===== src/rtl/fun_if.sv =====
// Dual-rail operand bundle and registered result/status of the fun block.
interface fun_if;
    logic       a;
    logic       not_a;
    logic       b;
    logic       not_b;
    logic       c;
    logic       not_c;
    logic       d;
    logic       not_d;
    logic       out;
    logic       err;
    logic       err_sticky;
    logic [7:0] err_cnt;

    // Stimulus side: drives the rails, observes the results.
    modport master (
        output a, not_a, b, not_b, c, not_c, d, not_d,
        input  out, err, err_sticky, err_cnt
    );

    // Block side: samples the rails, drives the results.
    modport slave (
        input  a, not_a, b, not_b, c, not_c, d, not_d,
        output out, err, err_sticky, err_cnt
    );
endinterface


===== src/rtl/fun.sv =====
// Registered 4-input boolean function with dual-rail operand checking.
// F is evaluated from the true rails; complement rails only feed the
// rail-integrity check. A failing sample holds out and bumps the error
// status (saturating counter, sticky flag).
module fun (
    input  logic clk,
    input  logic rst_n,
    fun_if.slave bus
);

    // Bit i is F(idx = i); ones at 0,2,5,7,8,10,13,14,15.
    localparam logic [15:0] F_TABLE = 16'hE5A5;

    logic [3:0] w_idx;
    logic       w_f;
    logic [3:0] w_pair_ok;
    logic       w_rail_ok;

    logic       r_out;
    logic       r_err;
    logic       r_err_sticky;
    logic [7:0] r_err_cnt;

    assign w_idx = {bus.a, bus.b, bus.c, bus.d};
    assign w_f   = F_TABLE[w_idx];

    // An X/Z rail makes the XOR unknown; the `if` below then takes the
    // error branch, so undriven rails count as invalid in simulation.
    assign w_pair_ok = {bus.a ^ bus.not_a,
                        bus.b ^ bus.not_b,
                        bus.c ^ bus.not_c,
                        bus.d ^ bus.not_d};
    assign w_rail_ok = &w_pair_ok;

    // Sample on every edge: valid rails load F, invalid rails hold out and log the error.
    always_ff @(posedge clk or negedge rst_n) begin
        if (!rst_n) begin
            r_out        <= 1'b0;
            r_err        <= 1'b0;
            r_err_sticky <= 1'b0;
            r_err_cnt    <= '0;
        end else if (w_rail_ok) begin
            r_out <= w_f;
            r_err <= 1'b0;
        end else begin
            r_err        <= 1'b1;
            r_err_sticky <= 1'b1;
            if (r_err_cnt != 8'hFF) begin
                r_err_cnt <= r_err_cnt + 8'd1;
            end
        end
    end

    assign bus.out        = r_out;
    assign bus.err        = r_err;
    assign bus.err_sticky = r_err_sticky;
    assign bus.err_cnt    = r_err_cnt;

endmodule


===== src/flat_wrapper.sv =====
// flat-port wrapper written by rule: the top's interface ports become plain ports
module fun_flat 
  (clk, rst_n, bus_a, bus_not_a, bus_b, bus_not_b, bus_c, bus_not_c, bus_d, bus_not_d, bus_out, bus_err, bus_err_sticky, bus_err_cnt);
  fun_if bus_i ();
  input  logic clk;
  input  logic rst_n;
  input wire logic [$bits(bus_i.a)-1:0] bus_a;
  input wire logic [$bits(bus_i.not_a)-1:0] bus_not_a;
  input wire logic [$bits(bus_i.b)-1:0] bus_b;
  input wire logic [$bits(bus_i.not_b)-1:0] bus_not_b;
  input wire logic [$bits(bus_i.c)-1:0] bus_c;
  input wire logic [$bits(bus_i.not_c)-1:0] bus_not_c;
  input wire logic [$bits(bus_i.d)-1:0] bus_d;
  input wire logic [$bits(bus_i.not_d)-1:0] bus_not_d;
  output wire logic [$bits(bus_i.out)-1:0] bus_out;
  output wire logic [$bits(bus_i.err)-1:0] bus_err;
  output wire logic [$bits(bus_i.err_sticky)-1:0] bus_err_sticky;
  output wire logic [$bits(bus_i.err_cnt)-1:0] bus_err_cnt;
  assign bus_i.a = bus_a;
  assign bus_i.not_a = bus_not_a;
  assign bus_i.b = bus_b;
  assign bus_i.not_b = bus_not_b;
  assign bus_i.c = bus_c;
  assign bus_i.not_c = bus_not_c;
  assign bus_i.d = bus_d;
  assign bus_i.not_d = bus_not_d;
  assign bus_out = bus_i.out;
  assign bus_err = bus_i.err;
  assign bus_err_sticky = bus_i.err_sticky;
  assign bus_err_cnt = bus_i.err_cnt;
  fun u_core (.clk(clk), .rst_n(rst_n), .bus(bus_i));
endmodule

===== config.mk =====
export PLATFORM = sky130hd
export DESIGN_NAME = fun_flat
export DESIGN_NICKNAME = d
export VERILOG_FILES = /design/src/rtl/fun_if.sv /design/src/rtl/fun.sv /design/src/flat_wrapper.sv
export SDC_FILE = /design/constraint.sdc
export NUM_CORES = 1
export LEC_CHECK = 0
export BUFFER_PORTS_ARGS = -buffer_cell sky130_fd_sc_hd__buf_2
export CELL_PAD_IN_SITES_DETAIL_PLACEMENT = 1
export CELL_PAD_IN_SITES_GLOBAL_PLACEMENT = 2
export CORE_ASPECT_RATIO = 1.4
export CORE_MARGIN = 5
export CORE_UTILIZATION = 29
export DETAILED_ROUTE_END_ITERATION = 16
export HOLD_SLACK_MARGIN = 0.08
export PLACE_DENSITY_LB_ADDON = 0.05
export SYNTH_ARGS = -nofsm -noshare
export SYNTH_HDL_FRONTEND = slang
export SYNTH_SLANG_ARGS = --single-unit

===== constraint.sdc =====
create_clock -name clk -period 3.05 [get_ports clk]
set_input_delay 0.1525 -clock clk [delete_from_list [all_inputs] [get_ports clk]]
set_output_delay 0.1525 -clock clk [all_outputs]
set_load 0.005 [all_outputs]

# ---- After elaboration in Yosys (flattened, before gate mapping)
# Memories as Yosys holds them, arrays and structs flattened. A register that Yosys moved wholly into a read port is not among the register bits.
# Index checks and enable logic that the tools add are counted.
dict set report word_totals {
  latch_bits 0
  input_bits 10
  elab_cells 15
  ram_bits 0
  out_inout_bits 11
  romBits 16
  n_memories 1
  regBits 10
}
dict set report op_classes {
  n_mux 1
  n_mul 0
  eq_ne 1
  n_shift 0
  n_bitwise 5
  reduce_logical 3
  div 0
  add_sub_neg 1
  magnitude_cmp 0
}
# memory words width read_ports rd_clocked_by_memory_dff wr line_no
set memory_table {}
lappend memory_table {{(no name shown)} 16 1 1 1 0 fun.sv:25} ;# assign w_f = F_TABLE[w_idx];
# op count
set op_table {}
lappend op_table {{$add 8x1->8 const B} 1}
lappend op_table {{$ne 8x8->1 const B} 1}
lappend op_table {{$reduce_and 4->1} 1}
lappend op_table {{$xor 1x1->1} 4}
lappend op_table {{$reduce_and 2->1} 1}
lappend op_table {{$logic_not 1->1} 1}
lappend op_table {{$mux 1} 1}
lappend op_table {{$not 1->1} 1}

# ---- Longest topological paths before layout
dict set report logic_depth {
  word_depth 4
  depth_mapped 5
  mapped_depth_nobuf 5
}

# ---- Worst setup path before layout
# OpenSTA, ideal clock, no wires.
dict set report synth_timing {
  path_kind {flip-flop to flip-flop}
  start {register u_core.r_err_cnt[0] (netlist: u_core.bus.err_cnt[0])}
  end {register u_core.r_err_cnt[1] (netlist: u_core.bus.err_cnt[1])}
  n_path_buf 0
  path_stages_with_launch 5
  t_required_ns 2.925
  t_arrival_ns 1.326
  synth_period_minus_slack_ns 1.451
  setup_slack_ns 1.599
  setup_ns 0.125
  path_cell_list {dfrtp_1 ha_1 nand4_1 o21a_1 mux2_4}
}
dict set report synth_via {
  elab_chain_cells 2
  word_cells_on_any_way 3
  cone_classes {add/sub (1); eq/ne (1); reduce/logical (1)}
}
# item line_no
set synth_rtl {}
lappend synth_rtl {{start, declared} fun.sv:22} ;# logic [7:0] r_err_cnt;
lappend synth_rtl {{start signal, assigned} fun.sv:49} ;# r_err_cnt <= r_err_cnt + 8'd1;
lappend synth_rtl {{branches (longest 2 deep; another with $add 8x1->8)} --}
# Parallel ways; which one is timed is not known.
# A chain may end at the register's enable or synchronous reset.

# ---- Worst setup path after layout
# Same ends and word-level chain as after synthesis.

==> flow_summary.ini <==
[placement]
post-dp-hpwl_um = 993
gpl.final_weighted_congestion = 0.685
place_inst = 89
io_buffer_count = 20

[run]
drv.max_cap_violation_count = 0

[detailed_routing]
dr.first_iter.drc_count = 3
route.detailed.drc = 0
postRouteWirelength_um = 1260
ant_nets = 0
dr_total_vias = 447
drtPass1Iterations = 2
vias_per_cell = 4.76
avgRoutedWirePerCell_um = 13.4

[yosys]
largest_area_contributor_in_the_synthesized_netlist = sky130_fd_sc_hd__dfrtp_1
synth_area_per_inst_um2 = 11.0
yosysUniqueCellTypes = 23
synth_warnings = 0
ys_top_cells_by_area = sky130_fd_sc_hd__dfrtp_1, sky130_fd_sc_hd__xor2_1, sky130_fd_sc_hd__mux2_4
gate_count_after_technology_mapping = 50
synth.top_cell.area_share_pct = 49.9
sequential_cell_area_fraction_in_the_yosys_report_pct = 49.9
postSynthNetCount = 61
netlist_area_um2 = 552
yosys_register_bits = 11

[critical_path]
critical_path_class = flop to flop
worst_r2r_path_depth = 4
ff2ff_setup_slack_ps = 1500
cp_slowest_stage_delay_ps = 430
crit_path_top_delay_cell = sky130_fd_sc_hd__dfrtp_1
timing.critical_path.fanout_max = 5
timing.rr.start = u_core.bus.err_cnt[0]
series_of_cell_instances_along_the_critical_path = ha_1 > nand4_1 > o21a_1 > mux2_4
crit_arrival_ps = 1710
cp_top_family = flip-flops
end_kind = flop
worstSetupStartpointType = flop
cp.buffers_inverters = 0
regToRegEndpoint = u_core.bus.err_cnt[1]
cp_data_required_time_ps = 3210

[final_layout]
commonest_non_fill_non_tap_cell_in_the_layout = sky130_fd_sc_hd__buf_2
insertedDiodeCount = 0
finish.cell_count_without_fillers = 94
drive_gt1_share_pct = 37.8
mostFrequentLayoutCells = sky130_fd_sc_hd__buf_2, sky130_fd_sc_hd__dfrtp_1, sky130_fd_sc_hd__nand2_1, sky130_fd_sc_hd__xor2_1
final.fill_count = 222
final_nets = 86
syn2layout_area_growth_pct = 27.9

[global_routing]
grt.met2_usage_pct = 16.1
maximum_number_of_pins_on_one_net_before_global_route_repair = 13
grt.overflow.total = 0
grt_util_all_layers_pct = 10.1
first_global_vias = 481
globalRoute.busiestLayer = met2
grt_antenna_before_repair = 0
wire_length_of_the_first_global_routing_pass_um = 2110
global_route.usage.met1_pct = 12.8
use_met3_pct = 4.68

[sta]
fin_crit_ps = 1550
fin_clk_skew_ps = 12.3
slew_headroom_pct = 80.6
max_freq_ghz = 0.644
setup_total_negative_slack_ps = 0
setup_violations_final = 0
final_max_slew_viol_count = 0
hold_viol = 0
timing_worst_slew_pin_value_ps = 290
finalCritPeriodShare_pct = 50.9
rsz0062_at_grt = no

[min_path]
hold_path_startpoint = bus_b
worst_hold_path.endpoint = u_core.bus.out
hold_class = input pin to flop
hold_depth = 3

[floorplanning]
placeable_area_um2 = 1800
initial_core_util_pct = 30.6
die_w_um = 46.9
ports_placed_on_the_boundary = 21
std_cell_rows = 18
total_die_area_um2 = 2890
fp.dieH_um = 61.6

[clock_network]
clock_tree_from_tritoncts = yes
cts_sinks = 11
clock_path_buffers = 2
cts_resized = 0
cts_made_buffers = 3
cts_root_buf = sky130_fd_sc_hd__clkbuf_4
post_cts_buffers = 0
cts.reportedPaths.clkPinSlew_ps = 80
cts_htree_levels = 1
post_cts_hold_buffer_count = 1
clkLatencyLatePin_ps = 270

[run_status]
status = completed

[pwr]
cellPowerDensity_nw_per_um2 = 870
power_leakage_uw = 0.000341
power.ir.vdd_worst_mv = 0.354
## per-layer routing
layer	vias to the layer above	wire length, um
li1	225	-
met1	207	592
met2	15	586
met3	0	85
met4	0	0
met5	-	0
## state kept, by name, indices dropped and copies added, names as in the netlist
signal                 count
u_core.bus.err             1
u_core.bus.err_cnt         8
u_core.bus.err_sticky      1
u_core.bus.out             1
## metrics by stage
| stage | setup slack (ps) | utilization (%) | area (um^2) | hold WS, ps | power, uW |
|---|---|---|---|---|---|
| after floorplan | 1600 | - | 552 | -143 | 412 |
| after global placement | 1530 | 37.2 | 669 | 41.5 | 520 |
| after detailed placement | 1500 | 37.2 | 669 | 39.0 | 519 |
| after CTS | 1490 | 39.2 | 706 | 246 | 624 |
| after global routing | 1390 | 39.2 | 706 | 281 | 671 |
| final | 1500 | 39.2 | 706 | 243 | 614 |
## cells by family (layout without fill, tap and decap cells)
logic type / Yosys count / after routing / share of synthesized area (%)
fa+ha+maj: 1 / 1 / 2.27
xor+xnor: 6 / 6 / 9.52
flops: 11 / 11 / 49.9
buf+inv: 2 / 26 / 2.04
compound gates: 9 / 9 / 9.75
mux: 4 / 4 / 9.30
simple gates: 17 / 17 / 17.2
## cells in the mapped netlist
cell	instances
sky130_fd_sc_hd__o211ai_1	1
sky130_fd_sc_hd__nor2_1	2
sky130_fd_sc_hd__and4_4	1
sky130_fd_sc_hd__or2_2	1
sky130_fd_sc_hd__xnor2_1	1
sky130_fd_sc_hd__o21a_1	1
sky130_fd_sc_hd__buf_4	1
sky130_fd_sc_hd__nand3_1	2
sky130_fd_sc_hd__nor2b_1	1
sky130_fd_sc_hd__mux2_4	2
sky130_fd_sc_hd__nand2_1	6
sky130_fd_sc_hd__mux2i_1	1
sky130_fd_sc_hd__dfrtp_1	11
sky130_fd_sc_hd__a31oi_1	3
sky130_fd_sc_hd__and3_1	1
sky130_fd_sc_hd__ha_1	1
sky130_fd_sc_hd__xor2_1	5
sky130_fd_sc_hd__o21ai_0	1
sky130_fd_sc_hd__nand4_1	2
sky130_fd_sc_hd__a21oi_1	3
sky130_fd_sc_hd__mux2_1	1
sky130_fd_sc_hd__nand4_2	1
sky130_fd_sc_hd__inv_1	1
## cell type report
| class | instances | area (um^2) | area share, % |
|---|---|---|---|
| clock buffer | 4 | 26.3 | 3.72 |
| timing repair buffer | 21 | 110 | 15.6 |
| tap | 20 | 25.0 | 3.55 |
| sequential | 11 | 275 | 39.0 |
| inverter | 1 | 3.75 | 0.532 |
| multi-input combinational | 37 | 265 | 37.6 |
## report_power, final
| part | switching [uW] | leakage, uW | internal [uW] |
|---|---|---|---|
| combinational | 97.1 | 0.000199 | 132 |
| sequential | 77.7 | 0.000126 | 206 |
| clock | 51.1 | 0.0000150 | 50.5 |
## worst min-delay path: cells and delay by family
kind | cells | cell delay, ps
buffers and inverters | 1 | 110
AO/OA/AOI/OAI | 1 | 140
multiplexers | 1 | 70
## how the worst max path moves through the flow
stage	from	to	slack [ps]	cells past startpoint
after floorplan	u_core.bus.err_cnt[0]	u_core.bus.err_cnt[1]	1600	4
after CTS	u_core.bus.err_cnt[0]	u_core.bus.err_cnt[1]	1490	4
after global routing	u_core.bus.err_cnt[0]	u_core.bus.err_cnt[1]	1390	4
after global placement	u_core.bus.err_cnt[0]	u_core.bus.err_cnt[1]	1530	4
after detailed placement	u_core.bus.err_cnt[0]	u_core.bus.err_cnt[1]	1500	4
final	u_core.bus.err_cnt[0]	u_core.bus.err_cnt[1]	1500	4
(Power assumes the default switching activity.)
